<file path="config.mk">
export PLATFORM = sky130hd
export DESIGN_NAME = bcache_update_arb
export DESIGN_NICKNAME = d
export VERILOG_FILES = /design/src/rtl/bcache_pkg.sv /design/src/rtl/bcache_upd_fifo.sv /design/src/rtl/bcache_update_arb.sv
export SDC_FILE = /design/constraint.sdc
export NUM_CORES = 1
export LEC_CHECK = 0
export CAP_MARGIN = 10
export CORE_MARGIN = 2
export CORE_UTILIZATION = 30
export DETAILED_ROUTE_END_ITERATION = 16
export GPL_TIMING_DRIVEN = 0
export MAX_ROUTING_LAYER = met4
export REMOVE_ABC_BUFFERS = 1
export SLEW_MARGIN = 10
export SYNTH_ARGS = -nofsm -noshare
export SYNTH_HDL_FRONTEND = slang
export SYNTH_HIERARCHICAL = 1
export SYNTH_SLANG_ARGS = --single-unit
</file>
<file path="constraint.sdc">
create_clock -name clk -period 8.8 [get_ports clk]
set_input_delay 2.2 -clock clk [delete_from_list [all_inputs] [get_ports clk]]
set_output_delay 2.2 -clock clk [all_outputs]
set_load 0.01 [all_outputs]
</file>
<file path="src/rtl/bcache_pkg.sv">
// Shared types for the branch-cache update arbiter: update record, FSM states
// and a saturating counter helper.
package bcache_pkg;

  localparam int unsigned BCACHE_ADDR_W = 12;

  typedef struct packed {
    logic                     taken;
    logic [BCACHE_ADDR_W-1:0] pc;
    logic [BCACHE_ADDR_W-1:0] target;
  } Bcache_update;

  typedef enum logic [1:0] {
    ST_RUN,
    ST_HOLD,
    ST_FLUSH
  } Arb_state;

  function automatic logic [31:0] sat_add(input logic [31:0] a, input logic [31:0] b);
    logic [32:0] s;
    s = {1'b0, a} + {1'b0, b};
    return s[32] ? '1 : s[31:0];
  endfunction

endpackage

</file>
<file path="src/rtl/bcache_upd_fifo.sv">
// Small circular FIFO holding pending branch-cache updates; clear wins over push/pop.
module bcache_upd_fifo #(
  parameter int unsigned depth = 4,
  parameter int unsigned width = 8
) (
  input  logic                   clk,
  input  logic                   reset,
  input  logic                   push,
  input  logic                   pop,
  input  logic                   clear,
  input  logic [width-1:0]       wdata,
  output logic [width-1:0]       rdata,
  output logic [$clog2(depth):0] count,
  output logic                   full,
  output logic                   empty
);

  localparam int unsigned PW = $clog2(depth);

  logic [width-1:0] mem [depth];
  logic [PW-1:0]    wr_ptr;
  logic [PW-1:0]    rd_ptr;
  logic             push_ok;
  logic             pop_ok;

  assign full    = (count == ($clog2(depth)+1)'(depth));
  assign empty   = (count == '0);
  assign push_ok = push && !full;
  assign pop_ok  = pop && !empty;
  assign rdata   = mem[rd_ptr];

  // NOTE: sequential state is written with <= so every register samples
  // pre-edge values; blocking = here would create order-dependent behaviour.
  always_ff @(posedge clk) begin
    if (reset || clear) begin
      wr_ptr <= '0;
      rd_ptr <= '0;
      count  <= '0;
    end else begin
      if (push_ok) wr_ptr <= wr_ptr + 1'b1;
      if (pop_ok)  rd_ptr <= rd_ptr + 1'b1;
      case ({push_ok, pop_ok})
        2'b10:   count <= count + 1'b1;
        2'b01:   count <= count - 1'b1;
        default: count <= count;
      endcase
    end
  end

  // NOTE: storage is deliberately not reset; the pointers and count define
  // which entries are valid, so clearing the array would only cost logic.
  always_ff @(posedge clk) begin
    if (push_ok && !clear) mem[wr_ptr] <= wdata;
  end

endmodule

</file>
<file path="src/rtl/bcache_update_arb.sv">
// Round-robin arbiter serialising two branch-resolution streams into the
// branch target cache update port. Optional counters: BCACHE_ARB_STATS_EN.
module bcache_update_arb
  import bcache_pkg::*;
#(
  parameter int unsigned addr_width = BCACHE_ADDR_W,
  parameter int unsigned depth      = 4
) (
  input  logic                    clk,
  input  logic                    reset,
  input  logic [1:0]              req_valid,
  output logic [1:0]              req_ready,
  input  logic [1:0]              req_taken,
  input  logic [2*addr_width-1:0] req_pc,
  input  logic [2*addr_width-1:0] req_target,
  input  logic                    upd_enable,
  input  logic                    upd_flush,
  output logic                    taken,
  output logic                    not_taken,
  output logic [addr_width-1:0]   pc,
  output logic [addr_width-1:0]   jump_vec,
  output logic                    busy
`ifdef BCACHE_ARB_STATS_EN
  ,
  output logic [31:0]             stat_updates,
  output logic [31:0]             stat_stalls,
  output logic [31:0]             stat_flushed
`endif
);

  localparam int unsigned CW = $clog2(depth) + 1;

  Arb_state     state, state_nxt;
  logic         pop_en, acc_en;
  logic         rr;
  logic [1:0]   grant;
  logic         both_valid, accept, pop, clear;
  Bcache_update push_data, head;
  logic [CW-1:0] count;
  logic         full, empty;

  // FSM: state register
  always_ff @(posedge clk) begin
    if (reset) state <= ST_RUN;
    else       state <= state_nxt;
  end

  // FSM: next state; flush outranks enable
  // NOTE: every always_comb output gets a default first so no path leaves it
  // unassigned, which would otherwise infer a latch.
  always_comb begin
    state_nxt = state;
    unique case (state)
      ST_RUN:   if (upd_flush) state_nxt = ST_FLUSH;
                else if (!upd_enable) state_nxt = ST_HOLD;
      ST_HOLD:  if (upd_flush) state_nxt = ST_FLUSH;
                else if (upd_enable) state_nxt = ST_RUN;
      ST_FLUSH: state_nxt = upd_enable ? ST_RUN : ST_HOLD;
      default:  state_nxt = ST_RUN;
    endcase
  end

  // FSM: outputs
  always_comb begin
    pop_en = (state == ST_RUN);
    acc_en = (state != ST_FLUSH);
  end

  always_comb begin
    both_valid = &req_valid;
    grant      = both_valid ? (rr ? 2'b10 : 2'b01) : req_valid;
    req_ready  = (!reset && !full && acc_en) ? grant : 2'b00;
  end

  assign accept = |req_ready;
  assign pop    = pop_en && !empty;
  // Queue is discarded on the edge that enters FLUSH.
  assign clear  = (state_nxt == ST_FLUSH) && (state != ST_FLUSH);

  always_comb begin
    push_data.taken  = req_ready[1] ? req_taken[1] : req_taken[0];
    push_data.pc     = req_ready[1] ? req_pc[2*addr_width-1:addr_width]
                                    : req_pc[addr_width-1:0];
    push_data.target = req_ready[1] ? req_target[2*addr_width-1:addr_width]
                                    : req_target[addr_width-1:0];
  end

  always_ff @(posedge clk) begin
    if (reset)                   rr <= 1'b0;
    else if (accept && both_valid) rr <= ~rr;
  end

  bcache_upd_fifo #(
    .depth (depth),
    .width ($bits(Bcache_update))
  ) u_fifo (
    .clk   (clk),
    .reset (reset),
    .push  (accept),
    .pop   (pop),
    .clear (clear),
    .wdata (push_data),
    .rdata (head),
    .count (count),
    .full  (full),
    .empty (empty)
  );

  // Pulses last exactly one cycle; pc/jump_vec hold their last issued value.
  always_ff @(posedge clk) begin
    if (reset) begin
      taken     <= 1'b0;
      not_taken <= 1'b0;
      pc        <= '0;
      jump_vec  <= '0;
    end else begin
      taken     <= pop && head.taken;
      not_taken <= pop && !head.taken;
      if (pop) begin
        pc       <= head.pc;
        jump_vec <= head.target;
      end
    end
  end

  assign busy = !empty || taken || not_taken;

`ifdef BCACHE_ARB_STATS_EN
  logic [31:0] flushed_n;
  assign flushed_n = 32'(count) + 32'(accept) - 32'(pop);

  always_ff @(posedge clk) begin
    if (reset) begin
      stat_updates <= '0;
      stat_stalls  <= '0;
      stat_flushed <= '0;
    end else begin
      if (taken || not_taken)          stat_updates <= sat_add(stat_updates, 32'd1);
      if (|(req_valid & ~req_ready))   stat_stalls  <= sat_add(stat_stalls, 32'd1);
      if (clear)                       stat_flushed <= sat_add(stat_flushed, flushed_n);
    end
  end
`endif

`ifndef SYNTHESIS
  a_pulse_excl: assert property (@(posedge clk) disable iff (reset) !(taken && not_taken));
  a_count_max:  assert property (@(posedge clk) disable iff (reset) count <= CW'(depth));
  a_ready_one:  assert property (@(posedge clk) disable iff (reset) $onehot0(req_ready));
`endif

endmodule

</file>
# Word-level counts from Yosys, hierarchy flattened
# Memory sizes are Yosys's and may differ from the RTL's. A register that Yosys moved wholly into a read port is not among the register bits.
# Index checks and enable logic that the tools add are counted.
[totals]
ff_bits = 36
latch_bits = 0
ramBits = 100
mem_bits_ro = 0
input_bits = 56
output_inout_bits = 29
word_cells = 62
memories = 1
[memory_table]
columns = ["name", "depth", "word_bits", "rd", "rd_ports_with_merged_regs", "write_ports", "line_no", "rtl"]
rows = [
  ["u_fifo.mem", 4, 25, 1, 1, 1, "bcache_upd_fifo.sv:20", "logic [width-1:0] mem [depth];"],
]
[op_classes]
addsub = 4
n_mul = 0
n_div = 0
order_cmp = 0
eq_ne = 7
shift = 0
mux = 17
n_bitwise = 1
reduce_logical = 23
[ops]
columns = ["op", "n"]
rows = [
  ["$mux 12", 2],
  ["$mux 2", 9],
  ["$logic_and 1x1->1", 10],
  ["$eq 2x2->1 const B", 3],
  ["$pmux 2 s3", 1],
  ["$pmux 3 s2", 1],
  ["$logic_not 1->1", 5],
  ["$add 2x1->2 const B", 2],
  ["$eq 2x1->1 const B", 2],
  ["$mux 1", 4],
  ["$add 3x1->3 const B", 1],
  ["$eq 3x3->1 const B", 1],
  ["$logic_not 3->1", 1],
  ["$logic_or 1x1->1", 3],
  ["$sub 3x1->3 const B", 1],
  ["$logic_not 2->1", 1],
  ["$ne 2x2->1 const B", 1],
  ["$reduce_and 2->1", 1],
  ["$reduce_bool 2->1", 1],
  ["$reduce_or 2->1", 1],
  ["$not 1->1", 1],
]

# Logic depth before layout (Yosys ltp)
[depth]
depth_word = 10
depth_mapped = 13
ltp_nobuf = 12

# Modules after synthesis
# The synthesis kept the hierarchy.
[modules_own_cells]
columns = ["module", "n_inst", "cells_each", "area_per_inst_um2", "seq_area_each_um2"]
rows = [
  ["bcache_upd_fifo", 1, 186, 4136.5, 3183.1],
  ["bcache_update_arb", 1, 157, 1492.7, 580.6],
]

# Worst setup path after synthesis
# Ideal clock, no wire load.
[synth_path]
kind = "in2reg"
startpoint = "input port reset"
endpoint = "memory u_fifo/mem[1][0] (netlist name), enable pin"
setup_time_ps = 444
arrival_ps = 4701
required_ps = 8356
slack_ps = 3655
cell_stages = 5
path_buffers = 0
path_cell_list = "nor2_2 -> and2_1 -> o21a_1 -> nand2_1 -> nor3b_1"
[synth_via]
elab_chain_len = 9
[synth_lines]
columns = ["item", "line_no", "rtl"]
rows = [
  ["start, declared", "bcache_update_arb.sv:10", "input logic reset,"],
  ["$logic_not 1->1", "bcache_update_arb.sv:72", "req_ready = (!reset && !full && acc_en) ? grant : 2'b00;"],
  ["$logic_and 1x1->1 (2 in a row)", "bcache_update_arb.sv:72", ""],
  ["$mux 2", "bcache_update_arb.sv:72", ""],
  ["$reduce_or 2->1", "bcache_update_arb.sv:75", "assign accept = |req_ready;"],
  ["via accept", "bcache_update_arb.sv:37", "logic both_valid, accept, pop, clear;"],
  ["$logic_and 1x1->1", "bcache_upd_fifo.sv:28", "assign push_ok = push && !full;"],
  ["$logic_and 1x1->1", "bcache_upd_fifo.sv:53", "if (push_ok && !clear) mem[wr_ptr] <= wdata;"],
  ["$mux 1", "bcache_upd_fifo.sv:53", ""],
  ["$mux 1 (implied by the code)", "bcache_upd_fifo.sv:53", ""],
  ["end, declared", "bcache_upd_fifo.sv:20", ""],
]
# The timed path passes the listed nets, and every way through them passes these cells.

# Final worst setup path
[layout_path]
startpoint = "input port req_valid[0]"
endpoint = "output port req_ready[1]"
[layout_via]
elab_chain_len = 3
[layout_lines]
columns = ["item", "line_no", "rtl"]
rows = [
  ["start, declared", "bcache_update_arb.sv:11", "input logic [1:0] req_valid,"],
  ["$reduce_and 2->1", "bcache_update_arb.sv:70", "both_valid = &req_valid;"],
  ["$mux 2", "bcache_update_arb.sv:71", "grant = both_valid ? (rr ? 2'b10 : 2'b01) : req_valid;"],
  ["$mux 2", "bcache_update_arb.sv:72", ""],
  ["end, declared", "bcache_update_arb.sv:12", "output logic [1:0] req_ready,"],
]
# No other way between the ends.

==> flow_summary.toml <==
[status]
outcome = "finished clean"

[clock_network]
ctsHoldBuffers = 0
cts_buffers = 17
clock_sinks = 138
cts_setup_buffers = 0
cts_tree = "done"
clock_latency_ns = 0.42
cts.reportedPaths.clkPinSlew_ns = 0.06
h-tree-depth = 4
root_buffer = "clkbuf_16"
cts_resized = 0
cts_buffer_depth = 2

[final_layout]
fin_nets = 504
post-route-util_pct = 39.7
syn_to_final_growth_pct = 31.2
drive_gt1_share_pct = 24.4
num_antenna_cells = 0

[floorplan]
num_rows = 50
die_x_um = 141
die_area_mm2 = 0.0199
fp.dieH_um = 141
ios = 85
core_area_mm2 = 0.0186
initial_utilization_pct = 30.3

[power_and_ir_drop]
leakagePower_uw = 0.00249
powerDensity_mw_per_mm2 = 210
peakVddDrop_uv = 151

[timing]
setup_violations = 0
final_max_slew_viol_count = 0
period_share_pct = 70.6
fmax_ghz = 0.161
max_slew.worst_pin.slew_ns = 0.893
fin_skew_ns = 0.0120
final-hold-violation-count = 0
relSlewSlack_pct = 40.2
setup_tns_ns = 0
fin_crit_ns = 6.22
grt_setup_unrepaired = "false"

[critical_path]
crit_fanout = 14
arrival_ns = 4.02
cp-end-kind = "primary output"
worstPathRequired_ns = 6.60
crit_path_start_kind = "input pin"
crit_type = "in -> out"

[synth]
synth-main-ff-cell = "edfxtp_1"
syn_inst = 343
syn_area_mm2 = 0.00563
synth_edf_count = 100
synth.avg_cell_area_um2 = 16.4
synthDistinctLibCells = 44
synthArstFlopShare_pct = 0
synth_warnings = 6
synth_seq_cells = 138
seq_area_frac_synth_pct = 66.9

[global_routing]
grt_pass1_wl_um = 17500
grt_overflow = 0
grt_pass1_vias = 3262
antenna_found_initial = 0
grt_max_degree = 32
grt_usage_pct = 12.4

[detailed_routing]
vias = 3119
post_drt_wl_per_cell_um = 16.4
first_iter_violations = 147
via_per_inst = 4.53
first_pass_iters = 5
ant_nets = 0
drt_wl_total_um = 11300
drcViolationCount = 0

[place]
io_buffers = 84
dp_hpwl_um = 7780
gp_congestion = 0.629

[hold_path]
hold_class = "reg -> reg"

[job]
max_cap_viol_count = 0
## path summary, 6_finish.rpt
kind	start	end	slack, ns	cells past startpoint
worst max-delay path	req_valid[0]	req_ready[1]	2.58	5
worst min-delay path	pc[7]	pc[7]	0.45	2
worst max register to register	u_fifo/count[0]	u_fifo/count[2]	5.59	12
worst min register to register	pc[7]	pc[7]	0.45	2
## area by class of cell
cell class	instances	area, um2
Fill cell	1741	11200
Sequential cell	138	3770
Multi-Input combinational cell	177	1690
Timing Repair Buffer	97	988
Clock buffer	17	425
Tap cell	234	293
Clock inverter	15	176
Inverter	11	47.5
## metrics by stage
| step | std cells | power (uW) | instance area (um2) | hold WS [ns] | setup slack (ns) |
|---|---|---|---|---|---|
| final | 689 | 1550 | 7380 | 0.454 | 2.58 |
| after detailed placement | 657 | 852 | 6780 | 0.450 | 2.52 |
| after floorplan | 326 | 789 | 5480 | 0.433 | 3.46 |
| after CTS | 689 | 1570 | 7380 | 0.459 | 2.51 |
| after global placement | 644 | 845 | 6610 | 0.444 | 0.249 |
| after global routing | 689 | 1610 | 7380 | 0.473 | 2.44 |
## logic make-up after synthesis
group	after synthesis	share of synthesized area (%)
AND/OR/NAND/NOR	80	6.54
XOR/XNOR	3	0.467
buffers and inverters	28	3.53
AO/OA/AOI/OAI	37	4.36
flip-flops	138	66.9
adder cells (fa/ha/maj)	6	1.47
multiplexers	51	16.8
## flip-flops by register name, indices dropped and copies added, names as in the netlist, named ones only
| name | flops |
|---|---|
| taken | 1 |
| u_fifo/count | 3 |
| u_fifo/mem | 100 |
| jump_vec | 12 |
| rr | 1 |
| u_fifo/rd_ptr | 2 |
| not_taken | 1 |
| state | 2 |
| u_fifo/wr_ptr | 2 |
| pc | 12 |
## synthesized netlist by cell type, types with 3 or more instances
cell,count,area (um2)
a21oi_2,7,61.3
mux4_1,5,131
mux2_2,6,67.6
nand2_1,52,195
dfxtp_1,38,761
xor2_1,3,26.3
or3_1,3,18.8
nor3b_1,4,30.0
buf_6,5,56.3
clkbuf_1,4,15.0
mux2_4,19,285
edfxtp_1,100,3000
mux4_2,20,450
ha_1,5,62.6
nor2_1,6,22.5
inv_1,9,33.8
buf_2,4,20.0
a21oi_1,22,110
## where the power goes
part / switching (uW) / internal, uW / total, uW
registers: 6.44 / 716 / 723
logic: 51.1 / 62.2 / 113
clock network: 268 / 445 / 713
total: 326 / 1220 / 1550
## metal layers
layer	vias up	global-route usage (%)	part of all wire [%]
met3	15	3.57	4.8
li1	1490	-	-
met1	1522	15.3	45
met2	92	19.2	48
met4	0	4.89	1.4
met5	-	-	0
## cells in the final DEF (no fill, tap or decap), drive strengths merged, types with 2 or more instances in the layout
master	n
a21oi	29
buf	14
bufinv	3
clkbuf	17
clkdlybuf4s50	83
clkinv	8
clkinvlp	5
dfxtp	38
edfxtp	100
ha	5
inv	10
mux2	25
mux4	25
nand2	52
nand2b	2
nand3	2
nor2	7
nor3	2
nor3b	5
o21ai	4
or3	3
xor2	3
## worst max-delay path, cell delays in order
cell,delay [ns]
clkdlybuf4s50_1,0.52
inv_1,0.08
o2111ai_4,0.63
inv_1,0.08
clkdlybuf4s50_1,0.50
(Power assumes the default switching activity.)
==> patch, RTL diff (same flow settings) <==
Register the input `req_target` before use, cleared by the reset. The logic sees it one clock later. The other inputs are not delayed to match.
--- a/src/rtl/bcache_update_arb.sv
+++ b/src/rtl/bcache_update_arb.sv
@@ -31,2 +31,12 @@
   localparam int unsigned CW = $clog2(depth) + 1;
+
+  logic [2*addr_width-1:0] req_target_q;
+
+  always_ff @(posedge clk) begin
+    if (reset) begin
+      req_target_q <= '0;
+    end else begin
+      req_target_q <= req_target;
+    end
+  end
 
@@ -83,4 +93,4 @@
                                     : req_pc[addr_width-1:0];
-    push_data.target = req_ready[1] ? req_target[2*addr_width-1:addr_width]
-                                    : req_target[addr_width-1:0];
+    push_data.target = req_ready[1] ? req_target_q[2*addr_width-1:addr_width]
+                                    : req_target_q[addr_width-1:0];
   end
Function: changed (a bounded check fails within 4 cycles, from zero or initial values and one cycle with reset high).
==> patch against the unedited design <==
Count of clock-buffer cells in the layout is 4 higher; critical path depth is 1 higher; setup slack worse by 90 ps; hold slack better by 1.8 ps; synthesized area is 11% higher; power is 8.4% higher; non-clock buffer count stayed put; die area is 11% higher; sequential cell count is 24 higher; design area is 8.7% higher; wire length is 6.6% higher; clock power is 2% higher.
==> patch: results (changes against the unedited design) <==
Timing:
- The clock skew after layout is 7.44 ps (-4.55 ps).
- The total count of max-transition violations in the final report is 0 (unchanged).
- The final hold violation count is 0 (unchanged).
- The worst relative slew slack is 0.369 (-0.0335).

Power:
- The peak supply drop is 123 uV (-19%).
- The leakage power is 2.75 nW (+11%).

Synthesis:
- The number of flops mapped to enable cells by yosys is 100 (unchanged).
- The number of distinct library cells after synthesis is 42 (-4.5%).
- Sorting the synthesized cells by how often they occur yields sky130_fd_sc_hd__edfxtp_1 (100), sky130_fd_sc_hd__dfxtp_1 (62), sky130_fd_sc_hd__nand2_1 (52), sky130_fd_sc_hd__a21oi_1 (28), sky130_fd_sc_hd__nor2b_1 (26).
- The register area share after synthesis is 0.678 (+0.00913).
- In the post-synthesis netlist, the biggest area contributors are sky130_fd_sc_hd__edfxtp_1 (48%), sky130_fd_sc_hd__dfxtp_1 (20%), sky130_fd_sc_hd__mux4_2 (7.2%).
- The total number of yosys warnings is 6 (unchanged).
- The share of flip-flops with an asynchronous set or reset after synthesis was 0 (unchanged).

Global route:
- The met2 capacity usage during global routing came to 0.206 (+0.0135).
- The global-route wire length before repair was 19200 um (+9.4%).
- The met1 capacity usage during global routing is 0.131 (-0.0217).
- The met3 capacity usage during global routing is 0.0380 (+0.00237).
- The number of global-route vias before repair is 3597 (+10%).
- The number of antenna violations at the first check in global routing is 0 (unchanged).
- The aggregate global-route resource usage came to 0.120 (-0.00312).

Placement:
- The HPWL reported at the end of detailed placement is 8350 um (+7.3%).
- The final RePlAce weighted congestion is 0.692 (+10%).
- The placement-stage worst setup slack is 2470 ps (-51.4 ps).
- The number of buffers inserted by port buffering is 84 (unchanged).

Drt:
- The detail-routed net length per standard cell came to 15.6 um (-5.0%).
- The mean number of vias per cell is 4.47 (-1.3%).
- The detailed router's first-iteration violation count was 181 (+23%).
- The first-pass iteration count of the detailed router is 4 (-1).

Clocking:
- The cell sitting at the root of the clock tree is a sky130_fd_sc_hd__clkbuf_16.
- The post-CTS setup buffer count was 0 (unchanged).
- The number of buffers on the longest clock path is 2 (unchanged).
- The clock-pin slew on the worst setup and hold paths is 60 ps (about the same).
- The H-tree level count came to 4 (unchanged).
- The number of resized instances in the post-cts repair step is 0 (unchanged).
- The clock latency on the worst-skew pair is 420 ps (about the same).
- The total CTS buffers is 17 (unchanged).

Critical path:
- Grouping stages by cell kind, the critical path spends the most delay in buffers and inverters.
- The biggest fanout along the worst timing path is 18 (+4).
- The largest stage delay on the critical path is 520 ps (-110 ps).
- STA classifies the critical path startpoint as an input port.
- On the critical path, the stage with the largest delay is an instance of sky130_fd_sc_hd__clkdlybuf4s50_1.
- The arrival time at the worst endpoint is 4110 ps (+90 ps).

Finish:
- The number of nets in the final layout is 552 (+9.5%).
- The largest registers in the layout are u_fifo/mem: 100 flops, req_target_q: 24 flops.
- The proportion of layout cells with a drive suffix above 1 came to 0.207 (-0.0372).
- The diode insertion count for antenna repair is 0 (unchanged).

Min path:
- The worst hold path belongs to the class flop to flop.

Run status:
- The flow ran to the end, and the final reports show no timing, DRC or antenna violations.
patch: routing by layer:
| metal | part of all wire | vias up | wire length [um] |
|---|---|---|---|
| met4 | 0.020 | 0 | 238 |
| li1 | - | 1640 | - |
| met2 | 0.53 | 68 | 6380 |
| met5 | 0 | - | 0 |
| met1 | 0.40 | 1724 | 4870 |
| met3 | 0.046 | 21 | 557 |
patch: cells by family (layout without fill, tap and decap cells):
kind of cell / Yosys count / in the layout / share of synthesized area
xor+xnor: 3 / 3 / 0.00420
flops: 162 / 162 / 0.678
buf+inv: 31 / 140 / 0.0346
simple gates: 104 / 104 / 0.0839
compound gates: 37 / 37 / 0.0356
fa+ha+maj: 6 / 6 / 0.0132
mux: 51 / 51 / 0.151
patch: worst paths after layout:
path	slack, ps	endpoint	cells past startpoint	startpoint
worst max register to register	5550	u_fifo/count[2]$_SDFFE_PP0P_	11	u_fifo/count[0]$_SDFFE_PP0P_
worst min-delay path	460	pc[6]$_SDFFE_PP0P_	2	pc[6]$_SDFFE_PP0P_
worst min register to register	460	pc[6]$_SDFFE_PP0P_	2	pc[6]$_SDFFE_PP0P_
worst max-delay path	2490	req_ready[1]	6	req_valid[0]
patch: worst min-delay path: stages, from the launching register on:
cell                      delay [ps]
sky130_fd_sc_hd__dfxtp_1         310
sky130_fd_sc_hd__nand2_1          50
sky130_fd_sc_hd__a21oi_1          50
patch: layout make-up:
type / instances / area (um^2)
Sequential cell: 162 / 4250
Clock inverter: 11 / 130
Clock buffer: 21 / 460
Fill cell: 1849 / 12300
Tap cell: 270 / 338
Multi-Input combinational cell: 201 / 1820
Timing Repair Buffer: 97 / 982
Inverter: 11 / 47.5
patch: metrics by stage:
stage                     area, um^2  std cells  utilization  hold WS [ps]
after floorplan                 6090        374            -           433
after global placement          7270        728        0.357           445
after detailed placement        7440        741        0.365           446
after CTS                       8030        773        0.394           455
after global routing            8030        773        0.394           476
final                           8030        773        0.394           456
patch: power by group:
part	switching, mW	internal (mW)	leakage (nW)	total [mW]
clock	0.290	0.435	0.288	0.725
sequential	0.00792	0.830	1.42	0.838
combinational	0.0522	0.0638	1.05	0.116
